### src/rtl/shift_seq_counter_pkg.sv
// Purpose: shared mode encodings and divider width helper for shift_seq_counter.
// Latency: n/a (declarations only).
// Backpressure: n/a.
package shift_seq_pkg;

    localparam logic [1:0] MODE_RING    = 2'b00;
    localparam logic [1:0] MODE_JOHNSON = 2'b01;
    localparam logic [1:0] MODE_LFSR    = 2'b10;
    localparam logic [1:0] MODE_BIN     = 2'b11;

    // Divider counter width; DIV=1 still needs a 1-bit register.
    function automatic int cnt_w(input int div);
        int w;
        w = $clog2(div);
        return (w < 1) ? 1 : w;
    endfunction

endpackage

### src/rtl/shift_seq_counter_tick_div.sv
// Purpose: divides exCLK into a 1-cycle TICK enable every DIV cycles, plus a status square wave.
// Latency: TICK registered; first TICK is visible after the DIV-th enabled edge.
// Backpressure: CLKen=0 freezes count and CLKout and forces TICK low.
//
// Ports: exCLK clock, R1 async active-low reset, CLKen divider enable,
//        TICK one-cycle wrap pulse, CLKout toggles on every wrap.
module tick_div
    import shift_seq_pkg::*;
#(
    parameter int DIV = 27000000
) (
    input  logic exCLK,
    input  logic R1,
    input  logic CLKen,
    output logic TICK,
    output logic CLKout
);

    localparam int            CW   = cnt_w(DIV);
    localparam logic [CW-1:0] LAST = CW'(DIV - 1);

    logic [CW-1:0] cnt;

    always_ff @(posedge exCLK or negedge R1) begin
        if (!R1) begin
            cnt    <= '0;
            TICK   <= 1'b0;
            CLKout <= 1'b0;
        end else if (CLKen) begin
            if (cnt == LAST) begin
                cnt    <= '0;
                TICK   <= 1'b1;
                CLKout <= ~CLKout;
            end else begin
                cnt    <= cnt + 1'b1;
                TICK   <= 1'b0;
            end
        end else begin
            // Count and CLKout hold; resume picks up from the held value.
            TICK <= 1'b0;
        end
    end

endmodule

### src/rtl/shift_seq_counter.sv
// Purpose: mode-selectable shift-register sequence counter (ring/Johnson/LFSR/binary) with self-correction.
// Latency: Q updates on the edge after TICK, or on the 3rd edge sampling CP high.
// Backpressure: none; CLKen only gates the divider, manual CP steps always apply.
//
// Ports: exCLK clock, R1 async active-low reset, CLKen divider enable, CP async manual step,
//        MODE 00 ring/01 Johnson/10 LFSR/11 binary, DIR shift/count direction,
//        Q state, CLKout status square wave, TICK divider pulse, ILLEGAL Q not legal for MODE.
module shift_seq_counter
    import shift_seq_pkg::*;
#(
    parameter int               WIDTH = 4,
    parameter int               DIV   = 27000000,
    parameter logic [WIDTH-1:0] TAPS  = 4'b1100
) (
    input  logic             exCLK,
    input  logic             R1,
    input  logic             CLKen,
    input  logic             CP,
    input  logic [1:0]       MODE,
    input  logic             DIR,
    output logic [WIDTH-1:0] Q,
    output logic             CLKout,
    output logic             TICK,
    output logic             ILLEGAL
);

    logic             cp_s1, cp_s2, cp_s3;
    logic             step;
    logic             adv;
    logic [WIDTH-2:0] trans;
    logic [WIDTH-1:0] q_nxt;

    tick_div #(.DIV(DIV)) u_div (
        .exCLK  (exCLK),
        .R1     (R1),
        .CLKen  (CLKen),
        .TICK   (TICK),
        .CLKout (CLKout)
    );

    // Two flops resolve metastability on CP; the third gives the rising-edge detect.
    always_ff @(posedge exCLK or negedge R1) begin
        if (!R1) begin
            cp_s1 <= 1'b0;
            cp_s2 <= 1'b0;
            cp_s3 <= 1'b0;
        end else begin
            cp_s1 <= CP;
            cp_s2 <= cp_s1;
            cp_s3 <= cp_s2;
        end
    end

    assign step = cp_s2 & ~cp_s3;
    // OR, not sum: a step landing on a TICK cycle yields a single advance.
    assign adv  = TICK | step;

    // Adjacent-bit transitions; a Johnson code has at most one.
    assign trans = Q[WIDTH-2:0] ^ Q[WIDTH-1:1];

    always_comb begin
        ILLEGAL = 1'b0;
        case (MODE)
            MODE_RING:    ILLEGAL = ($countones(Q) != 1);
            MODE_JOHNSON: ILLEGAL = ($countones(trans) > 1);
            MODE_LFSR:    ILLEGAL = &Q;  // XNOR feedback locks up at all-ones
            default:      ILLEGAL = 1'b0;
        endcase
    end

    always_comb begin
        q_nxt = Q;
        if (ILLEGAL) begin
            // Ring has no legal all-zero state, so it restarts at one-hot bit 0.
            q_nxt = (MODE == MODE_RING) ? WIDTH'(1) : '0;
        end else begin
            case (MODE)
                MODE_RING:
                    q_nxt = DIR ? {Q[0], Q[WIDTH-1:1]} : {Q[WIDTH-2:0], Q[WIDTH-1]};
                MODE_JOHNSON:
                    q_nxt = DIR ? {~Q[0], Q[WIDTH-1:1]} : {Q[WIDTH-2:0], ~Q[WIDTH-1]};
                MODE_LFSR:
                    q_nxt = {Q[WIDTH-2:0], ~^(Q & TAPS)};
                default:
                    q_nxt = DIR ? (Q - 1'b1) : (Q + 1'b1);
            endcase
        end
    end

    always_ff @(posedge exCLK or negedge R1) begin
        if (!R1) begin
            Q <= '0;
        end else if (adv) begin
            Q <= q_nxt;
        end
    end

endmodule

### config.mk
export PLATFORM = sky130hd
export DESIGN_NAME = shift_seq_counter
export DESIGN_NICKNAME = d
export VERILOG_FILES = /design/src/rtl/shift_seq_counter_pkg.sv /design/src/rtl/shift_seq_counter_tick_div.sv /design/src/rtl/shift_seq_counter.sv
export SDC_FILE = /design/constraint.sdc
export NUM_CORES = 1
export LEC_CHECK = 0
export ABC_AREA = 1
export ABC_CLOCK_PERIOD_IN_PS = 6200
export CAP_MARGIN = 20
export CELL_PAD_IN_SITES_DETAIL_PLACEMENT = 2
export CELL_PAD_IN_SITES_GLOBAL_PLACEMENT = 2
export CORE_AREA = 2 2 84 86
export CTS_CLUSTER_DIAMETER = 40
export DETAILED_ROUTE_END_ITERATION = 12
export DIE_AREA = 0 0 86 88
export PLACE_DENSITY_LB_ADDON = 0.12
export SYNTH_ARGS = -nofsm -noshare
export SYNTH_HDL_FRONTEND = slang
export SYNTH_SLANG_ARGS = --single-unit
export TNS_END_PERCENT = 10
### constraint.sdc
create_clock -name exCLK -period 6.2 [get_ports exCLK]
set_input_delay 0.62 -clock exCLK [delete_from_list [all_inputs] [get_ports exCLK]]
set_output_delay 0.62 -clock exCLK [all_outputs]
set_load 0.02 [all_outputs]
* Yosys cells after proc, flatten, opt, wreduce, memory -nomap -nowiden
Index checks and enable logic that the tools add are counted.
Cells by class: add/sub/neg operators 8, multipliers 0, div/mod/pow operators 0, magnitude comparators 1, equality and inequality tests 4, shift operators 0, multiplexer cells 10, bitwise gates (word level) 7, reductions and logical operators 4
Operator list (number):
- adder 25 x 1 -> 25 bit, second input constant | 1
- == test 25 bit, second input constant | 1
- 2-to-1 mux 25 bit | 1
- 2-to-1 mux 4 bit | 4
- case mux 4 bit (3 select lines) | 1
- adder 1 x 1 -> 2 bit | 3
- adder 4 x 1 -> 4 bit, second input constant | 1
- NOT 1 bit | 4
- AND reduction 4 bit | 1
- XNOR reduction 4 bit | 1
- subtractor 4 x 1 -> 4 bit, second input constant | 1
- adder 2 x 1 -> 3 bit | 1
- adder 2 x 2 -> 3 bit | 1
- greater-than comparator 3 x 1 -> 1 bit, second input constant | 1
- 2-to-1 mux 1 bit | 3
- inequality test 3 x 1 -> 1 bit, second input constant | 1
- case mux 1 bit (3 select lines) | 1
- XOR 3 bit | 1
- == test 2 x 1 -> 1 bit, second input constant | 1
- == test 2 bit, second input constant | 1
- zero test 2 bit | 1
- AND reduction 2 bit | 1
- bitwise AND 1 bit | 1
- bitwise OR 1 bit | 1
Word-level totals: bits in registers 34, latch bits 0, RAM bits 0, memory bits (read-only) 0, bits of input ports 7, memories kept 0

* Longest topological paths before layout
Gate-level depths: netlist (run 1).
depth in word-level cells 6, gate-level depth with buffers 12, mapped depth without buffers 12

* Modules after synthesis
From an unflattened synthesis (run 1), not the netlist that was laid out.
Unflattened totals: cells, all modules 352, area total of the unflattened synthesis 2398.6 um^2
Modules (own cells, without submodules):
- tick_div | times used 1, cells each 252, area an instance 1734.2 um^2, seq. area each 675.6 um^2
- shift_seq_counter | times used 1, cells each 100, area an instance 664.4 um^2, seq. area each 175.2 um^2

* Worst setup path before layout (run 1)
OpenSTA, ideal clock, no wires.
kind register -> output, start point reg Q[0], end point out ILLEGAL, data arrival time 2.143 ns, path slack 3.437 ns, cell stages (with the launch flop) 9, path buffers 0, path through dfrtp_1 -> inv_1 -> fa_1 -> inv_1 -> ha_1 -> ha_1 -> nand3b_1 -> nand2_1 -> nand3b_1
On the way: word-level cells in the longest chain between the ends 5
RTL lines:
- start: declaration | RTL line shift_seq_counter.sv:21 | output logic [WIDTH-1:0] Q,
- start signal: assignment | RTL line shift_seq_counter.sv:94 | Q <= q_nxt;
- XOR 3 bit | RTL line shift_seq_counter.sv:59 | assign trans = Q[WIDTH-2:0] ^ Q[WIDTH-1:1];
- adder 1 x 1 -> 2 bit (not written as such) | RTL line shift_seq_counter.sv:65 | MODE_JOHNSON: ILLEGAL = ($countones(trans) > 1);
- adder 2 x 1 -> 3 bit (not written as such) | RTL line shift_seq_counter.sv:65
- greater-than comparator 3 x 1 -> 1 bit | RTL line shift_seq_counter.sv:65
- case mux 1 bit (3 select lines) * | RTL line shift_seq_counter.sv:63 | case (MODE)
- end: declaration | RTL line shift_seq_counter.sv:24 | output logic ILLEGAL
Mark *: on every way between the ends. The rest lies on a longest branch, timed or not.

* Final worst setup path (run 1)
Same ends and word-level chain as after synthesis.

==> results of run 1 <==
-- per-stage QoR --
step | setup WS (ns) | util, % | hold WS (ns) | power (mW)
after floorplan | 3.44 | - | 0.324 | 0.535
after global placement | 3.03 | 39.3 | 0.344 | 0.640
after detailed placement | 2.91 | 39.3 | 0.343 | 0.662
after CTS | 2.60 | 40.7 | 0.369 | 0.843
after global routing | 2.42 | 40.7 | 0.383 | 0.903
final | 2.63 | 40.7 | 0.364 | 0.823
-- Yosys cell counts --
| cell type | instances |
|---|---|
| inv_2 | 4 |
| a21o_1 | 1 |
| nand3_1 | 20 |
| nand2_4 | 1 |
| buf_6 | 1 |
| dfrtp_1 | 34 |
| nor2_1 | 41 |
| nand3b_1 | 4 |
| nor2_2 | 7 |
| nand4_1 | 8 |
| o211ai_1 | 1 |
| nand3_2 | 8 |
| a21oi_1 | 9 |
| nor2_4 | 6 |
| o2111ai_1 | 1 |
| o21ai_0 | 6 |
| or2_2 | 5 |
| fa_1 | 2 |
| nand3b_2 | 1 |
| nor3_1 | 4 |
| xnor2_1 | 2 |
| inv_1 | 56 |
| nand2_1 | 84 |
| nor3_2 | 1 |
| xor2_1 | 7 |
| buf_4 | 1 |
| ha_1 | 8 |
| nand2_2 | 9 |
| o22ai_1 | 2 |
| buf_2 | 1 |
-- sequential cells by signal (all words and copies together), names as in the netlist --
name          cells
u_div.CLKout      1
cp_s1             1
Q                 4
cp_s2             1
u_div.cnt        25
cp_s3             1
u_div.TICK        1
-- critical path, delay by kind of cell (launching register included) --
kind,cells,cell delay (ns)
buffers and inverters,3,0.76
and+or+nand+nor,3,0.41
DFF,1,0.51
adders and majority gates,3,0.99
-- report_power, final --
part | total (mW) | leakage [nW] | internal (mW) | switching, mW
Combinational | 0.345 | 0.971 | 0.143 | 0.202
Sequential | 0.306 | 0.402 | 0.254 | 0.0520
Clock | 0.172 | 0.0482 | 0.0897 | 0.0820
Total | 0.823 | 1.42 | 0.487 | 0.336
-- area by class of cell --
| cell class | count | area (sq um) | share of cell area (%) |
|---|---|---|---|
| Clock buffer | 7 | 86.3 | 3.19 |
| Timing Repair Buffer | 13 | 125 | 4.63 |
| Sequential cell | 34 | 851 | 31.5 |
| Multi-Input combinational cell | 238 | 1310 | 48.5 |
| Clock inverter | 1 | 5.00 | 0.185 |
| Tap cell | 80 | 100 | 3.70 |
| Inverter | 60 | 225 | 8.33 |
-- worst min path at each step --
stage / from / end / slack [ns]
after global placement: cp_s1 / cp_s2 / 0.34
after CTS: cp_s1 / cp_s2 / 0.37
after global routing: cp_s1 / cp_s2 / 0.38
final: cp_s1 / cp_s2 / 0.36
after detailed placement: cp_s1 / cp_s2 / 0.34
after floorplan: R1 / Q[0] / 0.32
-- cell families after synthesis --
| logic type | after synthesis |
|---|---|
| AO/OA/AOI/OAI | 20 |
| XOR/XNOR | 9 |
| adder cells (fa/ha/maj) | 10 |
| buffers and inverters | 63 |
| flip-flops | 34 |
| AND/OR/NAND/NOR | 199 |
-- layer usage --
metal,GRT usage [%],part of all wire (%)
met5,0,0
met4,5.19,0.80
met3,2.83,2.0
met2,34.5,49
met1,25.3,48
==> results_dict.tcl, run 1 <==
set metrics [dict create \
    remaining_drc_errors 0 \
    cp_cell_sequence "inv_1 -> fa_1 -> inv_1 -> ha_1 -> ha_1 -> nand3b_1 -> nand2_1 -> nand3b_1 -> clkdlybuf4s50_1" \
    synth-seq-cells 34 \
    synth_compound_gate_area_share_pct 4.62 \
    synth_top_family_by_area "simple AND/OR/NAND/NOR gates" \
    antenna_cells 0 \
    r2r_setup_slack_ns 3.59 \
    first_pass_iters 4 \
    worstSetupPathType "register to primary output" \
    setup_tns_ns 0 \
    muxShareOfSynthArea_pct 0 \
    die_w_um 86 \
    critPathCapture "ILLEGAL" \
    whs_path_depth 0 \
    yosysSeqAreaShare_pct 35.3 \
    insertion_delay_ns 0.29 \
    rsz0062_at_grt "false" \
    cts_max_level 2 \
    num_rows 30 \
    grt_pass1_wl_um 11500 \
    fillCellCount 816 \
    synth_area_leaders "dfrtp_1 35%, nand2_1 13%, inv_1 8.7%, nor2_1 6.4%, ha_1 4.2%" \
    yosysTopAreaCell "dfrtp_1" \
    clockBufferDepth 2 \
    max_stage_delay_ns 0.55 \
    stdcell_count 433 \
    layout-drive-gt1-share_pct 14.2 \
    crit_fanout 7 \
    critical_path_arrival_ns 2.95 \
    hold_class "register to register" \
    wl_per_cell_um 15.5 \
    setup_viol 0 \
    synth_cells 335 \
    dpl.cell_count 425 \
    cts_buffers 5 \
    cts_root_buf "clkbuf_8" \
    totalWireLength_um 6710 \
    overflow 0 \
    worst_clock_skew_ns 0.00894 \
    finalInstanceArea_sq_mm 0.00270 \
    area_growth_pct 12.1 \
    final_cell_mix "84 x nand2_1, 56 x inv_1, 41 x nor2_1" \
    grt_pass1_vias 2348 \
    post_dp_cell_area_sq_mm 0.00261 \
    grt_max_degree 35 \
    clk_pin_slew_ns 0.07 \
    ys_warn_count 0 \
    vias 2138 \
    final_max_slew_viol_count 0 \
    min_period_ns 3.57 \
    cp_slowest_cell "fa_1" \
    die_area_sq_mm 0.00757 \
    reg2reg_from "Q[0]" \
    drt-vias-per-instance 4.94 \
    place_congestion 0.842 \
    final_common_cell "nand2_1" \
    final_antenna_net_count 0 \
    final_nets 369 \
    worstSetupStartpoint "Q[0]" \
    portBuffers 13 \
    ctsHoldBuffers 0 \
    cts_tree "done" \
    cp-start-kind "register" \
    fin_crit_sh_pct 57.6 \
    cts_resized 0 \
    synth-simple-area-share_pct 40.7 \
    synth_xor_area_share_pct 3.27 \
    fmax_mhz 280 \
    core_sq_mm 0.00664 \
    powerDensity_mw_per_mm2 304 \
    synth_top_cell_area_share_pct 35.3 \
    status "completed" \
    drt-initial-drc-count 66 \
    hpwlAfterDp_um 5320 \
    p_leak_nw 1.42 \
    clock_sinks 34 \
    die_h_um 88 \
    crit_required_ns 5.58 \
    synth_adder_area_share_pct 5.81 \
    peakVddDrop_v 0.000102 \
    io_pins 14 \
    initial_core_util_pct 36.3 \
    post_cts_buffers 0 \
    hold_violations 0 \
    r2r_cells 11 \
    crit_path_end_kind "primary output" \
    drv_cap 0 \
    worstReg2RegEnd "Q[0]" \
    synth.net_count 352 \
    relSlewSlack_pct 43.2 \
    antenna_found_initial 0 \
    grt_util_all_layers_pct 19.6 \
    worst_slew_pin_slew_ns 0.852 \
    syn_avg_cell_area_sq_um 7.20 \
    syn_area_sq_mm 0.00241 \
    synth.distinct_cells 30 \
]
Note: power is estimated with default switching activity, not from simulation.
==> run 2: changes to the inputs <==
--- a/config.mk
+++ b/config.mk
@@ -6,14 +6,14 @@
 export NUM_CORES = 1
 export LEC_CHECK = 0
 export ABC_AREA = 1
-export ABC_CLOCK_PERIOD_IN_PS = 6200
+export ABC_CLOCK_PERIOD_IN_PS = 3730
 export CAP_MARGIN = 20
 export CELL_PAD_IN_SITES_DETAIL_PLACEMENT = 2
 export CELL_PAD_IN_SITES_GLOBAL_PLACEMENT = 2
-export CORE_AREA = 2 2 84 86
+export CORE_AREA = 2 2 88 90
 export CTS_CLUSTER_DIAMETER = 40
 export DETAILED_ROUTE_END_ITERATION = 12
-export DIE_AREA = 0 0 86 88
+export DIE_AREA = 0 0 90 92
 export PLACE_DENSITY_LB_ADDON = 0.12
 export SYNTH_ARGS = -nofsm -noshare
 export SYNTH_HDL_FRONTEND = slang
==> constraint.sdc (replaced) <==
create_clock -name exCLK -period 3.73 [get_ports exCLK]
set_input_delay 0.373 -clock exCLK [delete_from_list [all_inputs] [get_ports exCLK]]
set_output_delay 0.373 -clock exCLK [all_outputs]
set_load 0.02 [all_outputs]
==> run 2 against run 1 <==
  * Wire length increased by 0.15%
  * Clock power increased by 65%
  * Sequential share of layout area decreased by 0.30 points
  * Cell count increased by 5.1%
  * Clock skew increased by 0.0049 ns
  * Die area increased by 9.4%
  * Global-route usage decreased by 2.0 points
  * Critical path depth unchanged
  * Clock-buffer cell count decreased by 2
  * Hold slack got worse by 0.18 ns
  * Non-clock buffer count unchanged
  * Sequential power increased by 66%
  * Critical path type unchanged
  * Largest power group unchanged
==> results_dict.tcl, run 2 (synthesis gave the netlist of run 1 again) <==
set metrics [dict create \
    place_congestion 0.825 \
    insertion_delay_ns 0.29 \
    min_period_ns 3.36 \
    dpl.cell_count 447 \
    hold_violations 0 \
    initial_core_util_pct 32.4 \
    r2r_cells 11 \
    cts_max_level 2 \
    r2r_setup_slack_ns 1.22 \
    worstSetupPathType "register to primary output" \
    layout-drive-gt1-share_pct 14.4 \
    ctsHoldBuffers 0 \
    drv_cap 0 \
    post_cts_buffers 0 \
    drt-initial-drc-count 36 \
    grt_pass1_vias 2305 \
    antenna_found_initial 0 \
    cts_resized 0 \
    grt_max_degree 35 \
    final_common_cell "nand2_1" \
    core_sq_mm 0.00745 \
    setup_viol 0 \
    worst_clock_skew_ns 0.0138 \
    portBuffers 13 \
    area_growth_pct 13.2 \
    crit_fanout 7 \
    grt_util_all_layers_pct 17.6 \
    crit_path_end_kind "primary output" \
    totalWireLength_um 6720 \
    grt_pass1_wl_um 11600 \
    p_leak_nw 1.42 \
    fillCellCount 910 \
    vias 2148 \
    top_register "u_div.cnt" \
    io_pins 14 \
    worst_slew_pin_slew_ns 0.853 \
    largest_reg_flops 25 \
    num_rows 32 \
    hold_class "input port to async pin" \
    die_h_um 92 \
    fmax_mhz 298 \
    fin_crit_sh_pct 90.1 \
    reg2reg_from "Q[0]" \
    cts_buffers 5 \
    worstReg2RegEnd "Q[0]" \
    cts_tree "done" \
    hpwlAfterDp_um 5370 \
    clock_sinks 34 \
    clockBufferDepth 2 \
    powerDensity_mw_per_mm2 499 \
    critical_path_arrival_ns 2.99 \
    stdcell_count 455 \
    peakVddDrop_v 0.000178 \
    largestRegisters "u_div.cnt: 25 flops, Q: 4 flops" \
    cts_root_buf "clkbuf_8" \
    final_antenna_net_count 0 \
    wl_per_cell_um 14.8 \
    first_pass_iters 4 \
    final_max_slew_viol_count 0 \
    relSlewSlack_pct 43.1 \
    crit_required_ns 3.36 \
    final_cell_mix "84 x nand2_1, 56 x inv_1, 41 x nor2_1" \
    die_w_um 90 \
    clk_pin_slew_ns 0.09 \
    final_nets 369 \
    finalHoldWorstSlack_ns 0.181 \
    rsz0062_at_grt "false" \
    die_area_sq_mm 0.00828 \
    remaining_drc_errors 0 \
    overflow 0 \
    setup_tns_ns 0 \
    status "completed" \
    drt-vias-per-instance 4.72 \
    antenna_cells 0 \
    cp-start-kind "register" \
]
-- run 2: cell count changes in the layout (fill, tap and decap cells not counted) --
| cell | previous run | this run |
|---|---|---|
| clkinv_4 | 0 | 1 |
| clkbuf_8 | 6 | 5 |
| clkinvlp_4 | 0 | 1 |
| clkbuf_1 | 1 | 0 |
-- run 2: stage by stage --
step                instance area [sq um]  power [mW]  utilization [%]  setup slack [ns]
floorplan                            2410       0.889                -              1.21
global placement                     2640        1.07             35.5             0.841
detailed placement                   2640        1.10             35.5             0.686
CTS                                  2730        1.39             36.7             0.349
global route                         2730        1.49             36.7             0.215
finish                               2730        1.36             36.7             0.371
-- run 2: worst max-delay path by stage --
stage,start,endpoint,cells after the start
5_1_grt,Q[0],ILLEGAL,9
4_1_cts,Q[0],ILLEGAL,9
2_1_floorplan,Q[0],ILLEGAL,8
3_3_place_gp,Q[0],ILLEGAL,9
6_report,Q[0],ILLEGAL,9
3_5_place_dp,Q[0],ILLEGAL,9
-- run 2: critical path, stage by stage, from the launching register on --
cell and delay [ns]:
dfrtp_1 0.49, inv_1 0.16, fa_1 0.55, inv_1 0.04, ha_1 0.17, ha_1 0.26
nand3b_1 0.21, nand2_1 0.11, nand3b_1 0.13, clkdlybuf4s50_1 0.56
-- run 2: final cells by class --
class / count / area [sq um] / share of cell area (%)
Tap cell: 102 / 128 / 4.67
Inverter: 60 / 225 / 8.25
Clock buffer: 5 / 68.8 / 2.52
Sequential cell: 34 / 851 / 31.2
Multi-Input combinational cell: 238 / 1310 / 48.0
Timing Repair Buffer: 13 / 125 / 4.58
Clock inverter: 3 / 21.3 / 0.779
-- run 2: metal layers --
| layer | GRT usage, % | vias to the layer above | share of wire [%] | wire, um |
|---|---|---|---|---|
| li1 | - | 1071 | - | - |
| met1 | 23.2 | 1050 | 48 | 3240 |
| met2 | 29.7 | 20 | 49 | 3260 |
| met3 | 3.12 | 7 | 1.9 | 125 |
| met5 | 0 | - | 0 | 0 |
| met4 | 5.00 | 0 | 1.3 | 89 |
-- run 2: power by group --
part,leakage [nW],internal (mW),switching [mW]
combinational,0.971,0.237,0.334
sequential,0.402,0.422,0.0845
clock,0.0441,0.131,0.152
total,1.42,0.791,0.570
